**src/rtl/risc_control_fsm_v2.sv**
```systemverilog
`default_nettype none
// ============================================================================
//  Module      : risc_control_fsm_v2
//  Description : Moore control FSM for the Simple RISC Machine. Sequences
//                fetch, decode, ALU, immediate move, LDR/STR and optional
//                HALT, with a bounded-wait memory handshake and a sticky
//                fault state.
//  Options     : CTRL_HALT_EN - when defined, opcode 111 enters a sticky
//                HALT state; otherwise opcode 111 faults and halted is 0.
//  Revision    : 2.0 - parametrised memory timeout, fault and halt states
// ============================================================================
module risc_control_fsm_v2 #(
    parameter int MEM_TO = 16,  // cycles a memory command may wait (>= 1)
    parameter int TO_W   = 5    // wait counter width, 2**TO_W > MEM_TO
) (
    input  logic       clk,
    input  logic       reset,
    input  logic       s,
    input  logic [2:0] opcode,
    input  logic [1:0] op,
    input  logic       mem_ready,
    output logic [1:0] vsel,
    output logic       write,
    output logic       loada,
    output logic       loadb,
    output logic       asel,
    output logic       bsel,
    output logic       loadc,
    output logic       loads,
    output logic [2:0] nsel,
    output logic       load_ir,
    output logic       load_pc,
    output logic       reset_pc,
    output logic       load_addr,
    output logic       addr_sel,
    output logic [1:0] mem_cmd,
    output logic       w,
    output logic       halted,
    output logic       fault
);

    // State encoding. ST_ALUMV is the ALU pass with A forced to zero used
    // by MOV-register and MVN; ST_ALU is the normal two-operand pass.
    typedef enum logic [4:0] {
        ST_RST    = 5'd0,
        ST_WAIT   = 5'd1,
        ST_FETCH  = 5'd2,
        ST_LOADIR = 5'd3,
        ST_DECODE = 5'd4,
        ST_MOVIM  = 5'd5,
        ST_GETA   = 5'd6,
        ST_GETB   = 5'd7,
        ST_ALU    = 5'd8,
        ST_ALUMV  = 5'd9,
        ST_STATUS = 5'd10,
        ST_WRRD   = 5'd11,
        ST_ADDR   = 5'd12,
        ST_LDADDR = 5'd13,
        ST_MEMRD  = 5'd14,
        ST_WRMEM  = 5'd15,
        ST_GETRD  = 5'd16,
        ST_PASSB  = 5'd17,
        ST_MEMWR  = 5'd18,
        ST_HALT   = 5'd19,
        ST_FAULT  = 5'd20
    } state_t;

    // Instruction encodings as {opcode, op}
    localparam logic [4:0] c_ins_movim = 5'b110_10;
    localparam logic [4:0] c_ins_movrg = 5'b110_00;
    localparam logic [4:0] c_ins_mvn   = 5'b101_11;
    localparam logic [4:0] c_ins_add   = 5'b101_00;
    localparam logic [4:0] c_ins_cmp   = 5'b101_01;
    localparam logic [4:0] c_ins_and   = 5'b101_10;
    localparam logic [4:0] c_ins_ldr   = 5'b011_00;
    localparam logic [4:0] c_ins_str   = 5'b100_00;

    // Counter value on the last permitted wait cycle of a memory command
    localparam logic [TO_W-1:0] c_to_last = TO_W'(MEM_TO - 1);
    localparam logic [TO_W-1:0] c_cnt_one = TO_W'(1);

    localparam logic [1:0] c_mem_none  = 2'b00;
    localparam logic [1:0] c_mem_read  = 2'b01;
    localparam logic [1:0] c_mem_write = 2'b10;

    state_t          r_state;
    state_t          w_state_nxt;
    logic [TO_W-1:0] r_cnt;
    logic [TO_W-1:0] w_cnt_nxt;

    logic [4:0]      w_ins;
    logic            w_is_mov;
    logic            w_is_cmp;
    logic            w_is_ldst;
    logic            w_is_str;
    logic            w_to_last;

    // Instruction classification used by the multi-path states
    always_comb begin
        w_ins     = {opcode, op};
        w_is_mov  = (w_ins == c_ins_movrg) || (w_ins == c_ins_mvn);
        w_is_cmp  = (w_ins == c_ins_cmp);
        w_is_str  = (w_ins == c_ins_str);
        w_is_ldst = (w_ins == c_ins_ldr) || w_is_str;
        w_to_last = (r_cnt == c_to_last);
    end

    // State and wait-counter registers; reset wins from any state
    always_ff @(posedge clk) begin
        if (reset) begin
            r_state <= ST_RST;
            r_cnt   <= '0;
        end else begin
            r_state <= w_state_nxt;
            r_cnt   <= w_cnt_nxt;
        end
    end

    // Next-state logic. The counter only survives while a memory command
    // keeps waiting; every other path clears it.
    always_comb begin
        w_state_nxt = r_state;
        w_cnt_nxt   = '0;
        case (r_state)
            ST_RST:    w_state_nxt = ST_WAIT;
            ST_WAIT:   if (s) w_state_nxt = ST_FETCH;
            ST_FETCH: begin
                if (mem_ready)      w_state_nxt = ST_LOADIR;
                else if (w_to_last) w_state_nxt = ST_FAULT;
                else                w_cnt_nxt   = r_cnt + c_cnt_one;
            end
            ST_LOADIR: w_state_nxt = ST_DECODE;
            ST_DECODE: begin
                case (w_ins)
                    c_ins_movim:              w_state_nxt = ST_MOVIM;
                    c_ins_movrg, c_ins_mvn:   w_state_nxt = ST_GETB;
                    c_ins_add, c_ins_and,
                    c_ins_cmp:                w_state_nxt = ST_GETA;
                    c_ins_ldr, c_ins_str:     w_state_nxt = ST_GETA;
                    default: begin
`ifdef CTRL_HALT_EN
                        if (opcode == 3'b111) w_state_nxt = ST_HALT;
                        else                  w_state_nxt = ST_FAULT;
`else
                        w_state_nxt = ST_FAULT;
`endif
                    end
                endcase
            end
            ST_MOVIM:  w_state_nxt = ST_WAIT;
            ST_GETA:   w_state_nxt = w_is_ldst ? ST_ADDR : ST_GETB;
            ST_GETB: begin
                if (w_is_mov)      w_state_nxt = ST_ALUMV;
                else if (w_is_cmp) w_state_nxt = ST_STATUS;
                else               w_state_nxt = ST_ALU;
            end
            ST_ALU:    w_state_nxt = ST_WRRD;
            ST_ALUMV:  w_state_nxt = ST_WRRD;
            ST_STATUS: w_state_nxt = ST_WAIT;
            ST_WRRD:   w_state_nxt = ST_WAIT;
            ST_ADDR:   w_state_nxt = ST_LDADDR;
            ST_LDADDR: w_state_nxt = w_is_str ? ST_GETRD : ST_MEMRD;
            ST_MEMRD: begin
                if (mem_ready)      w_state_nxt = ST_WRMEM;
                else if (w_to_last) w_state_nxt = ST_FAULT;
                else                w_cnt_nxt   = r_cnt + c_cnt_one;
            end
            ST_WRMEM:  w_state_nxt = ST_WAIT;
            ST_GETRD:  w_state_nxt = ST_PASSB;
            ST_PASSB:  w_state_nxt = ST_MEMWR;
            ST_MEMWR: begin
                if (mem_ready)      w_state_nxt = ST_WAIT;
                else if (w_to_last) w_state_nxt = ST_FAULT;
                else                w_cnt_nxt   = r_cnt + c_cnt_one;
            end
            ST_HALT:   w_state_nxt = ST_HALT;
            ST_FAULT:  w_state_nxt = ST_FAULT;
            default:   w_state_nxt = ST_FAULT;
        endcase
    end

    // Moore output decode: every output is a function of r_state only
    always_comb begin
        vsel      = 2'b00;
        write     = 1'b0;
        loada     = 1'b0;
        loadb     = 1'b0;
        asel      = 1'b0;
        bsel      = 1'b0;
        loadc     = 1'b0;
        loads     = 1'b0;
        nsel      = 3'b000;
        load_ir   = 1'b0;
        load_pc   = 1'b0;
        reset_pc  = 1'b0;
        load_addr = 1'b0;
        addr_sel  = 1'b0;
        mem_cmd   = c_mem_none;
        w         = 1'b0;
        halted    = 1'b0;
        fault     = 1'b0;
        case (r_state)
            ST_RST: begin
                reset_pc = 1'b1;
                load_pc  = 1'b1;
            end
            ST_WAIT:   w = 1'b1;
            ST_FETCH: begin
                addr_sel = 1'b1;
                mem_cmd  = c_mem_read;
            end
            ST_LOADIR: begin
                load_ir = 1'b1;
                load_pc = 1'b1;
            end
            ST_MOVIM: begin
                nsel  = 3'b100;
                vsel  = 2'b10;
                write = 1'b1;
            end
            ST_GETA: begin
                nsel  = 3'b100;
                loada = 1'b1;
            end
            ST_GETB: begin
                nsel  = 3'b001;
                loadb = 1'b1;
            end
            ST_ALU:    loadc = 1'b1;
            ST_ALUMV: begin
                asel  = 1'b1;
                loadc = 1'b1;
            end
            ST_STATUS: loads = 1'b1;
            ST_WRRD: begin
                nsel  = 3'b010;
                vsel  = 2'b00;
                write = 1'b1;
            end
            ST_ADDR: begin
                bsel  = 1'b1;
                loadc = 1'b1;
            end
            ST_LDADDR: load_addr = 1'b1;
            ST_MEMRD: begin
                mem_cmd  = c_mem_read;
                addr_sel = 1'b0;
            end
            ST_WRMEM: begin
                nsel  = 3'b010;
                vsel  = 2'b11;
                write = 1'b1;
            end
            ST_GETRD: begin
                nsel  = 3'b010;
                loadb = 1'b1;
            end
            ST_PASSB: begin
                asel  = 1'b1;
                loadc = 1'b1;
            end
            ST_MEMWR:  mem_cmd = c_mem_write;
`ifdef CTRL_HALT_EN
            ST_HALT:   halted = 1'b1;
`endif
            ST_FAULT:  fault = 1'b1;
            default: ;
        endcase
    end

endmodule
`default_nettype wire
```
**config.mk**
```make
export PLATFORM = sky130hd
export DESIGN_NAME = risc_control_fsm_v2
export DESIGN_NICKNAME = d
export VERILOG_FILES = /design/src/rtl/risc_control_fsm_v2.sv
export SDC_FILE = /design/constraint.sdc
export NUM_CORES = 1
export LEC_CHECK = 0
export CORE_UTILIZATION = 44
export DETAILED_ROUTE_END_ITERATION = 6
export PLACE_DENSITY_LB_ADDON = 0.25
export SETUP_SLACK_MARGIN = 0.05
export SKIP_LAST_GASP = 1
export SYNTH_ARGS = -nofsm -noshare
export SYNTH_HDL_FRONTEND = slang
export SYNTH_SLANG_ARGS = --single-unit
export TNS_END_PERCENT = 5
```
**constraint.sdc**
```tcl
create_clock -name clk -period 1.5 [get_ports clk]
set_input_delay 0.3 -clock clk [delete_from_list [all_inputs] [get_ports clk]]
set_output_delay 0.3 -clock clk [all_outputs]
set_load 0.02 [all_outputs]
```
# After elaboration in Yosys (flattened, before gate mapping)
# Memory sizes are Yosys's and may differ from the RTL's.
# Cells that the tools add are included.
# W data, S select, Z words.
# word_totals
out_inout_bits	22
ff_bits	10
rom_bits	96
memories	1
latchBits	0
ram_bits	0
wordCells	74
input_bits	9
# classes
reduce_logical	15
n_mux	27
div_mod_pow	0
n_mul	0
magnitude_cmp	0
n_bitwise	1
eq_ne	27
shift	0
n_addsub	1
# memory_table
memory	depth	width	rd	rd_clocked_by_memory_dff	write_ports	line_no	source
(name not given)	32	3	1	0	0	134	case (w_ins)
# op_table
cell	n
$pmux W5 S15	1
$eq A5 B4 Y1 const B	10
$eq A5 B5 Y1 const B	9
$mux W5	6
$eq A5 B3 Y1 const B	4
$mux W1	14
$reduce_or A2 Y1	6
$eq A5 B2 Y1 const B	2
$pmux W3 S3	1
$reduce_or A3 Y1	3
$pmux W2 S2	2
$reduce_or A4 Y1	2
$add A5 B1 Y5 const B	1
$eq A5 B1 Y1 const B	1
$logic_not A5 Y1	1
$reduce_or A5 Y1	1
$mux W2	2
$mux W4	1
$logic_or A1 B1 Y1	2
$ne A2 B2 Y1 const B	1
$not A1 Y1	1

# Longest topological paths before layout
# Gate-level depths: netlist (run 1).
# depth
word_depth	4
mapped_depth	8
mapped_depth_nobuf	8

# Worst setup path before layout (run 1)
# No wires, ideal clock.
# synth_timing
kind	register to output
from	register r_state[3]
to	output port write
t_required_ns	1.200
stages_incl_launch_ff	7
n_path_buf	3
arrival_time_ns	1.567
slack_ns	-0.367
cell_sequence	dfxtp_1 buf_2 clkbuf_1 buf_2 nor3b_1 a21oi_1 nor3b_1
# synth_between
elab_chain_cells	3
word_cells_on_any_way	5
classes_between	3 x eq/ne; 1 x mux; 1 x reduce/logical
# synth_lines
item	line_no	source
from (decl)	86	state_t r_state;
from (signal assigned)	114	r_state <= w_state_nxt;
$eq A5 B4 Y1 or $eq A5 B3 Y1 (tied branches)	202	case (r_state)
$reduce_or A3 Y1 (no line) *	-	
$mux W1 *	202	
to (decl)	23	output logic write,
# Every way passes the cells marked *; elsewhere a longest branch is shown, timed or not.

# Worst setup path in the final report (run 1)
# layout_timing
from	register r_state[0]
to	output port nsel[0]
# layout_between
elab_chain_cells	3
word_cells_on_any_way	9
classes_between	6 x eq/ne; 1 x mux; 2 x reduce/logical
# layout_lines
item	line_no	source
$eq A5 B5 Y1, or another cell as far along	202	
$reduce_or A3 Y1 (no line) or $reduce_or A2 Y1 (tied branches)	-	
$pmux W3 S3 *	202	
to (decl)	30	output logic [2:0] nsel,
# Marks and branches as above.

==> results of run 1 <==
==> cell usage after synthesis, types with 2 or more instances <==
cell type	n
o22ai_1	2
and3_1	8
o21ai_0	7
nand2b_1	9
a31oi_1	4
a21oi_1	12
o2111ai_1	2
dfxtp_1	10
ha_1	2
nand3_1	5
nand3b_1	3
buf_2	11
clkbuf_1	5
nor3b_1	3
nor2b_1	8
inv_1	5
nor3_1	11
a41oi_1	2
xnor2_1	2
nand2_1	10
or2_2	2
xor2_1	2
nor4_1	2
nor2_1	19
a32oi_1	2
==> cell families (layout without fill, tap and decap cells) <==
logic type	count (synthesis)	count (layout)	share of synthesized area [%]
buf+inv	23	97	9.632
xor+xnor	4	4	3.031
fa+ha+maj	2	2	2.164
other cells	1	1	0.3244
compound gates	46	46	27.71
simple gates	86	86	39.83
flops	10	10	17.32
==> where the power goes <==
group | switching, W | total (W) | internal (W) | leakage [nW]
logic | 0.000686 | 0.00136 | 0.000670 | 0.736
registers | 0.0000706 | 0.000381 | 0.000310 | 0.0854
clock network | 0.0000990 | 0.000247 | 0.000148 | 0.0210
total | 0.000855 | 0.00198 | 0.00113 | 0.842
==> worst max-delay path, delay by kind of cell (launching register included) <==
kind	cells	cell delay, ns
DFF	1	0.40
buffers and inverters	2	0.40
and+or+nand+nor	2	0.34
==> layer usage <==
metal | wire [um] | global-route usage, % | vias up
met3 | 273 | 4.023 | 13
met5 | 0 | 0 | -
met4 | 105 | 13.16 | 0
met1 | 1826 | 41.44 | 748
met2 | 1976 | 51.88 | 72
li1 | - | - | 777
==> area by class of cell <==
type,count,area [um2],share of cell area (%)
Tap cell,30,37.54,1.933
Clock buffer,4,36.28,1.869
Multi-Input combinational cell,139,947.2,48.78
Sequential cell,10,219.0,11.28
Inverter,5,18.77,0.9665
Timing Repair Buffer,88,683.2,35.18
==> timing repair <==
item | 4_1_cts | 5_1_grt
setup endpoints to repair | 31 | 31
setup buffers | 2 | 1
pin swaps | 0 | 3
resized for setup | 83 | 12
==> metrics by stage <==
step	cell area (um2)	utilization [%]	hold slack (ns)	total power, W	std cells
floorplan	1240	-	0.3724	0.001053	172
CTS	1909	77.07	0.5265	0.001940	275
detailed placement	1872	75.56	0.5164	0.001721	269
global route	1942	78.38	0.5418	0.002113	276
finish	1942	78.38	0.5221	0.001984	276
global placement	1872	75.56	0.4935	0.001699	269
==> worst paths after layout <==
kind,start,endpoint,cells past startpoint
hold / removal,r_cnt[0],r_cnt[0],2
setup / recovery,r_state[0],nsel[0],4
setup reg to reg,r_cnt[1],r_state[1],7
hold reg to reg,r_cnt[0],r_cnt[0],2
==> state kept, by name (all words and copies together), names as in the netlist <==
signal,count
r_cnt,5
r_state,5
==> results.yml, run 1 <==
drt:
  firstDrtPassIters: 4
  drtIter0Drc: 68
  avgRoutedWirePerCell_um: 15.15
  drc: 0
  ant_nets: 0
  totalWireLength_um: 4181
  viasPerCell: 5.833
  vias: 1610
worst_setup_path:
  path_class: "reg -> out"
  slowest_delay_ns: 0.40
  path_cells: "nor2b_1, buf_4, and3_1, clkdlybuf4s15_2"
  path_max_fanout: 9
  crit_arrival_ns: 1.42
  startpoint_type: "flop"
  end_kind: "output pin"
  critPathSlowestCell: "dfxtp_4"
  cp.required_ns: 1.20
  worst-r2r-setup-slack_ns: -0.21
floorplanning:
  io_pins: 31
  die_x_um: 53.26
  dieArea_um2: 2837
  coreArea_um2: 2477
  dieHeight_um: 53.26
  start_util_pct: 46.67
  rows: 18
placed_design:
  gp_congestion: 0.8424
  dp_hpwl_um: 3090
  dpl_worst_slack_ns: -0.5646
  numPortBuffers: 29
pwr:
  vdd_drop_max_uv: 801.0
  power_density_nw_per_um2: 1021
  cellLeakagePower_nw: 0.8421
clocking:
  htreeDepth: 1
  clk_latency_ns: 0.28
  root_buffer: "clkbuf_4"
  cts_buffers: 3
  cts_sinks: 10
  clk_pin_slew_worst_paths_ns: 0.07
  postCtsHoldBufs: 0
  cts_tree: "yes"
  cts_buffer_depth: 2
yosys:
  syn_area_um2: 1156
  yosysSeqAreaShare_pct: 17.32
  synth.distinct_cells: 49
  syn_avg_cell_area_um2: 6.722
  async_flop_share_pct: 0
  yosysTopAreaCell: "dfxtp_1"
  ys_ff_latch: 10
  synth_edf_count: 0
  syn_nets: 183
  synth_top_area_share_pct: 17.32
  synth.area.top_cells: "dfxtp_1 (17%), nor2_1 (6.2%), a21oi_1 (5.2%)"
  synthFlopType: "dfxtp_1"
  yosys_warnings: 0
  netlist_instances: 172
sta:
  fin_ws_ns: -0.2165
  hold_viol_final: 0
  fin_worst_skew_ns: 0.004253
  fin_crit_ns: 1.717
  setup_viol: 26
  grt_setup_unrepaired: "yes"
  drv_slew: 0
  fin_setup_tns_ns: -4.138
  fmax_mhz: 582.6
  finalCritPeriodShare_pct: 114.4
min_path:
  worstHoldPathType: "reg -> reg"
final_layout:
  fin_nets: 258
  mostFrequentLayoutCell: "buf_4"
  antenna_cells: 0
  syn2layout_area_growth_pct: 67.97
  n_fill_cell: 186
  drive_gt1_share_pct: 45.93
  final_cell_mix: "buf_4 (57), nor2_1 (19), buf_2 (12)"
flow_run:
  maxCapViolations: 0
grt:
  antenna_found_initial: 0
  track_usage_pct: 31.81
  globalRouteOverflowTotal: 0
  grt_pass1_wl_um: 6596
  grt_max_degree: 22
  grt_pass1_vias: 1435
run_status:
  failed_checks: "negative setup slack"
  status: "complete, but fails checks"
No activity file was read; power rests on OpenSTA's default activity.
==> run 2: changes to the inputs <==
- CORE_UTILIZATION: 44 -> 45
- CTS_BUF_LIST: unset -> sky130_fd_sc_hd__clkbuf_2 sky130_fd_sc_hd__clkbuf_4 sky130_fd_sc_hd__clkbuf_8
- GPL_ROUTABILITY_DRIVEN: unset -> 0
==> run 2 against run 1 <==
  * The run still ends with negative setup slack left
  * Sequential share of layout area decreased by 0.80 points
  * Count of clock-buffer cells in the layout unchanged
  * Die area decreased by 2.1%
  * Routed wire length increased by 32%
  * Critical path type is now reg -> reg
  * Largest power group unchanged
  * Highest routed layer unchanged
==> results.yml, run 2 (synthesis gave the netlist of run 1 again) <==
run_status:
  status: "complete, but fails checks"
  failed_checks: "negative setup slack"
clocking:
  root_buffer: "clkbuf_4"
  cts_buffer_depth: 2
  cts_buffers: 3
  clk_pin_slew_worst_paths_ns: 0.07
  cts_sinks: 10
  clk_latency_ns: 0.28
  cts_tree: "yes"
  htreeDepth: 1
final_layout:
  final_cells: 277
  fin_area_um2: 2066
  fin_nets: 259
  syn2layout_area_growth_pct: 78.68
  mostFrequentLayoutCell: "buf_4"
  final_cell_mix: "buf_4 (61), nor2_1 (15), buf_2 (11)"
  fin_util_pct: 84.15
  antenna_cells: 0
  largestRegisters: "r_cnt: 5 flops, r_state: 5 flops"
  drive_gt1_share_pct: 53.44
grt:
  grt_max_degree: 20
  grt_pass1_vias: 1568
  track_usage_pct: 37.42
  globalRouteOverflowTotal: 0
  grt_pass1_wl_um: 7514
  antenna_found_initial: 0
  gr-usage-met2_pct: 59.70
  grtUsageMet3_pct: 7.536
  grt-busiest-layer: "met2"
  grt_util_met1_pct: 46.40
min_path:
  hold_depth: 3
  worstHoldPathType: "reg -> reg"
drt:
  vias: 1775
  ant_nets: 0
  firstDrtPassIters: 5
  avgRoutedWirePerCell_um: 19.99
  totalWireLength_um: 5536
  drtIter0Drc: 91
  drc: 0
  viasPerCell: 6.408
floorplanning:
  io_pins: 31
  dieArea_um2: 2776
  rows: 18
  dieHeight_um: 52.69
  coreArea_um2: 2455
  die_x_um: 52.69
  start_util_pct: 47.09
placed_design:
  numPortBuffers: 29
  place_area_um2: 1869
  dp_hpwl_um: 3328
  dp_cells: 267
sta:
  fmax_mhz: 556.4
  grt_setup_unrepaired: "yes"
  hold_viol_final: 0
  fin_worst_skew_ns: 0.002080
  fin_ws_ns: -0.2971
  fin_crit_ns: 1.797
  fin_setup_tns_ns: -5.909
  drv_slew: 0
  setup_viol: 31
  finalCritPeriodShare_pct: 119.8
worst_setup_path:
  path_max_fanout: 3
  path_class: "reg -> reg"
  cp.required_ns: 1.66
  crit_arrival_ns: 1.95
  startpoint_type: "flop"
  end_kind: "flop"
  r2r_cells: 9
flow_run:
  maxCapViolations: 0
pwr:
  cellLeakagePower_nw: 0.8871
  totalPowerFinal_w: 0.002315
  power_density_nw_per_um2: 1121
  vdd_drop_max_uv: 1372
run 2: report_power, final:
part,internal [W],switching [W]
Clock,0.000148,0.000112
Sequential,0.000310,0.0000741
Combinational,0.000814,0.000857
run 2: area by class of cell:
cell class              instances  area, um2
flip-flops and latches         10      216.5
multi-input cells             139       1057
clock buffers                   4      36.28
repair buffers                 89      699.4
inverters                       5      18.77
fillers                       121      389.1
well taps                      30      37.54
run 2: worst paths after layout:
kind                 start          to  slack [ns]
setup / recovery  r_cnt[0]  r_state[1]       -0.30
hold / removal    r_cnt[4]    r_cnt[4]        0.60
setup reg to reg  r_cnt[0]  r_state[1]       -0.30
hold reg to reg   r_cnt[4]    r_cnt[4]        0.60
run 2: timing repair:
| item | CTS | global route |
|---|---|---|
| hold buffers | 0 | 0 |
| buffers inserted | 4 | 2 |
| setup endpoints to repair | 31 | 31 |
| pin swaps | 3 | 7 |
| gates resized for setup | 93 | 44 |
run 2: routing by layer:
| metal | routed length (um) | share of wire, % | vias to the layer above |
|---|---|---|---|
| met3 | 579 | 10 | 38 |
| met2 | 2635 | 48 | 160 |
| li1 | - | - | 779 |
| met1 | 2051 | 37 | 798 |
| met4 | 270 | 4.9 | 0 |
| met5 | 0 | 0 | - |
run 2: worst max-delay path: stages (launching register included):
cell      delay (ns)
dfxtp_2         0.36
ha_4            0.14
and3_4          0.19
ha_4            0.12
buf_4           0.13
nand2b_4        0.06
a31oi_1         0.25
o21ai_2         0.11
a32oi_2         0.21
a21oi_2         0.11
run 2: stage by stage:
step                      hold WS, ns  worst slack [ns]
after floorplan                0.3724          -0.09849
after global placement         0.4937           -0.4303
after detailed placement       0.5133           -0.4973
after CTS                      0.5318           -0.2352
after global routing           0.6225           -0.3549
final                          0.5956           -0.2971
==> run 3: changes to the inputs <==
- CAP_MARGIN: unset -> 20
- CORE_MARGIN: unset -> 5
- GPL_ROUTABILITY_DRIVEN: 0 -> unset
==> run 3 against run 2 <==
  * The flow still finishes with violations (negative setup slack)
  * Critical endpoint is now write
  * Sequential power fell by 2%
  * Clock power fell by 7%
  * Sequential cell count unchanged
==> results.yml, run 3 (synthesis gave the netlist of run 1 again) <==
worst_setup_path:
  slowest_delay_ns: 0.36
  critPathBufInv: 3
  cp.required_ns: 1.20
  path_cells: "buf_12, buf_12, nor3b_2, a21oi_1, nor3b_2, buf_4"
  critPathSlowestCell: "dfxtp_2"
  path_class: "reg -> out"
  path_delay_family: "buffers and inverters"
  startpoint_type: "flop"
  path_max_fanout: 10
  crit_arrival_ns: 1.48
  end_kind: "output pin"
sta:
  finalCritPeriodShare_pct: 118.5
  hold_viol_final: 0
  fin_crit_ns: 1.777
  drv_slew: 0
  setup_viol: 30
  fin_worst_skew_ns: 0.01199
  fmax_mhz: 562.7
  fin_ws_ns: -0.2773
  grt_setup_unrepaired: "yes"
final_layout:
  n_fill_cell: 177
  mostFrequentLayoutCell: "buf_4"
  multi_input_area_um2: 943.4
  largestRegisters: "r_cnt: 5 flops, r_state: 5 flops"
  final_cell_mix: "buf_4 (50), nor2_1 (16), a21oi_1 (11)"
  final_cells: 270
  seqCellArea_um2: 216.5
  antenna_cells: 0
  drive_gt1_share_pct: 43.75
  fin_area_um2: 1921
  syn2layout_area_growth_pct: 66.13
  fin_nets: 252
grt:
  grt_pass1_vias: 1566
  antenna_found_initial: 0
  grt_max_degree: 21
  track_usage_pct: 26.38
  grt_pass1_wl_um: 7369
  globalRouteOverflowTotal: 0
placed_design:
  place_area_um2: 1867
  gp_congestion: 0.9135
  dp_cells: 265
  numPortBuffers: 29
  dp_hpwl_um: 3357
drt:
  ant_nets: 0
  totalWireLength_um: 4519
  avgRoutedWirePerCell_um: 16.74
  vias: 1621
  firstDrtPassIters: 4
  viasPerCell: 6.004
  drtIter0Drc: 260
  drc: 0
clocking:
  root_buffer: "clkbuf_4"
  postCtsHoldBufs: 0
  cts_buffers: 3
  clk_latency_ns: 0.27
  htreeDepth: 1
  clk_pin_slew_worst_paths_ns: 0.07
  cts_buffer_depth: 2
  cts_sinks: 10
  cts_tree: "yes"
pwr:
  power_density_nw_per_um2: 1064
  cellLeakagePower_nw: 0.8097
  vdd_drop_max_uv: 834.2
  totalPowerFinal_w: 0.002043
run_status:
  failed_checks: "negative setup slack"
  status: "complete, but fails checks"
floorplanning:
  start_util_pct: 46.67
  die_x_um: 60.69
  io_pins: 31
  dieArea_um2: 3683
  coreArea_um2: 2477
  rows: 18
  dieHeight_um: 60.69
flow_run:
  maxCapViolations: 0
min_path:
  worstHoldPathType: "reg -> reg"
run 3: layout make-up:
type / count / area share [%]
Tap cell: 30 / 1.954
Inverter: 5 / 0.9772
Timing Repair Buffer: 82 / 34.79
Sequential cell: 10 / 11.27
Clock buffer: 4 / 1.889
Multi-Input combinational cell: 139 / 49.12
run 3: stage by stage:
step / utilization (%) / hold slack, ns / worst slack [ns] / setup TNS (ns)
5_1_grt: 77.53 / 0.5600 / -0.3739 / -7.849
6_report: 77.53 / 0.5265 / -0.2773 / -4.989
3_5_place_dp: 75.35 / 0.5027 / -0.5117 / -10.83
3_3_place_gp: 75.35 / 0.4920 / -0.4802 / -9.230
2_1_floorplan: - / 0.3724 / -0.09849 / -0.3682
4_1_cts: 77.27 / 0.5307 / -0.2429 / -5.157
run 3: path summary, 6_finish.rpt:
path | cells past startpoint | slack, ns | endpoint | startpoint
min reg2reg | 2 | 0.53 | r_cnt[3] | r_cnt[3]
max | 6 | -0.28 | write | r_state[1]
min | 2 | 0.53 | r_cnt[3] | r_cnt[3]
max reg2reg | 7 | -0.21 | r_state[1] | r_cnt[1]
run 3: report_power, final:
| part | total, W | internal (W) | switching, W |
|---|---|---|---|
| clock network | 0.000243 | 0.000147 | 0.0000960 |
| logic | 0.00142 | 0.000709 | 0.000714 |
| registers | 0.000376 | 0.000306 | 0.0000701 |
run 3: what timing repair did:
| action | in CTS | in global routing |
|---|---|---|
| endpoints found under the hold margin | 0 | 0 |
| setup buffers | 0 | 1 |
| pin swaps | 1 | 0 |
| resized for setup | 85 | 7 |
| endpoints found under the setup margin | 31 | 31 |
run 3: worst register-to-register path, delay by kind of cell (launching register included):
family / cells / cell delay, ns
flops: 1 / 0.32
simple gates: 2 / 0.65
compound gates: 3 / 0.32
fa+ha+maj: 2 / 0.36
run 3: per-layer routing:
| layer | GRT usage (%) | up-vias | share of wire, % |
|---|---|---|---|
| met5 | 0 | - | 0 |
| met2 | 45.65 | 94 | 48 |
| met3 | 4.681 | 22 | 7.9 |
| li1 | - | 771 | - |
| met1 | 32.31 | 734 | 41 |
| met4 | 10.22 | 0 | 3.3 |
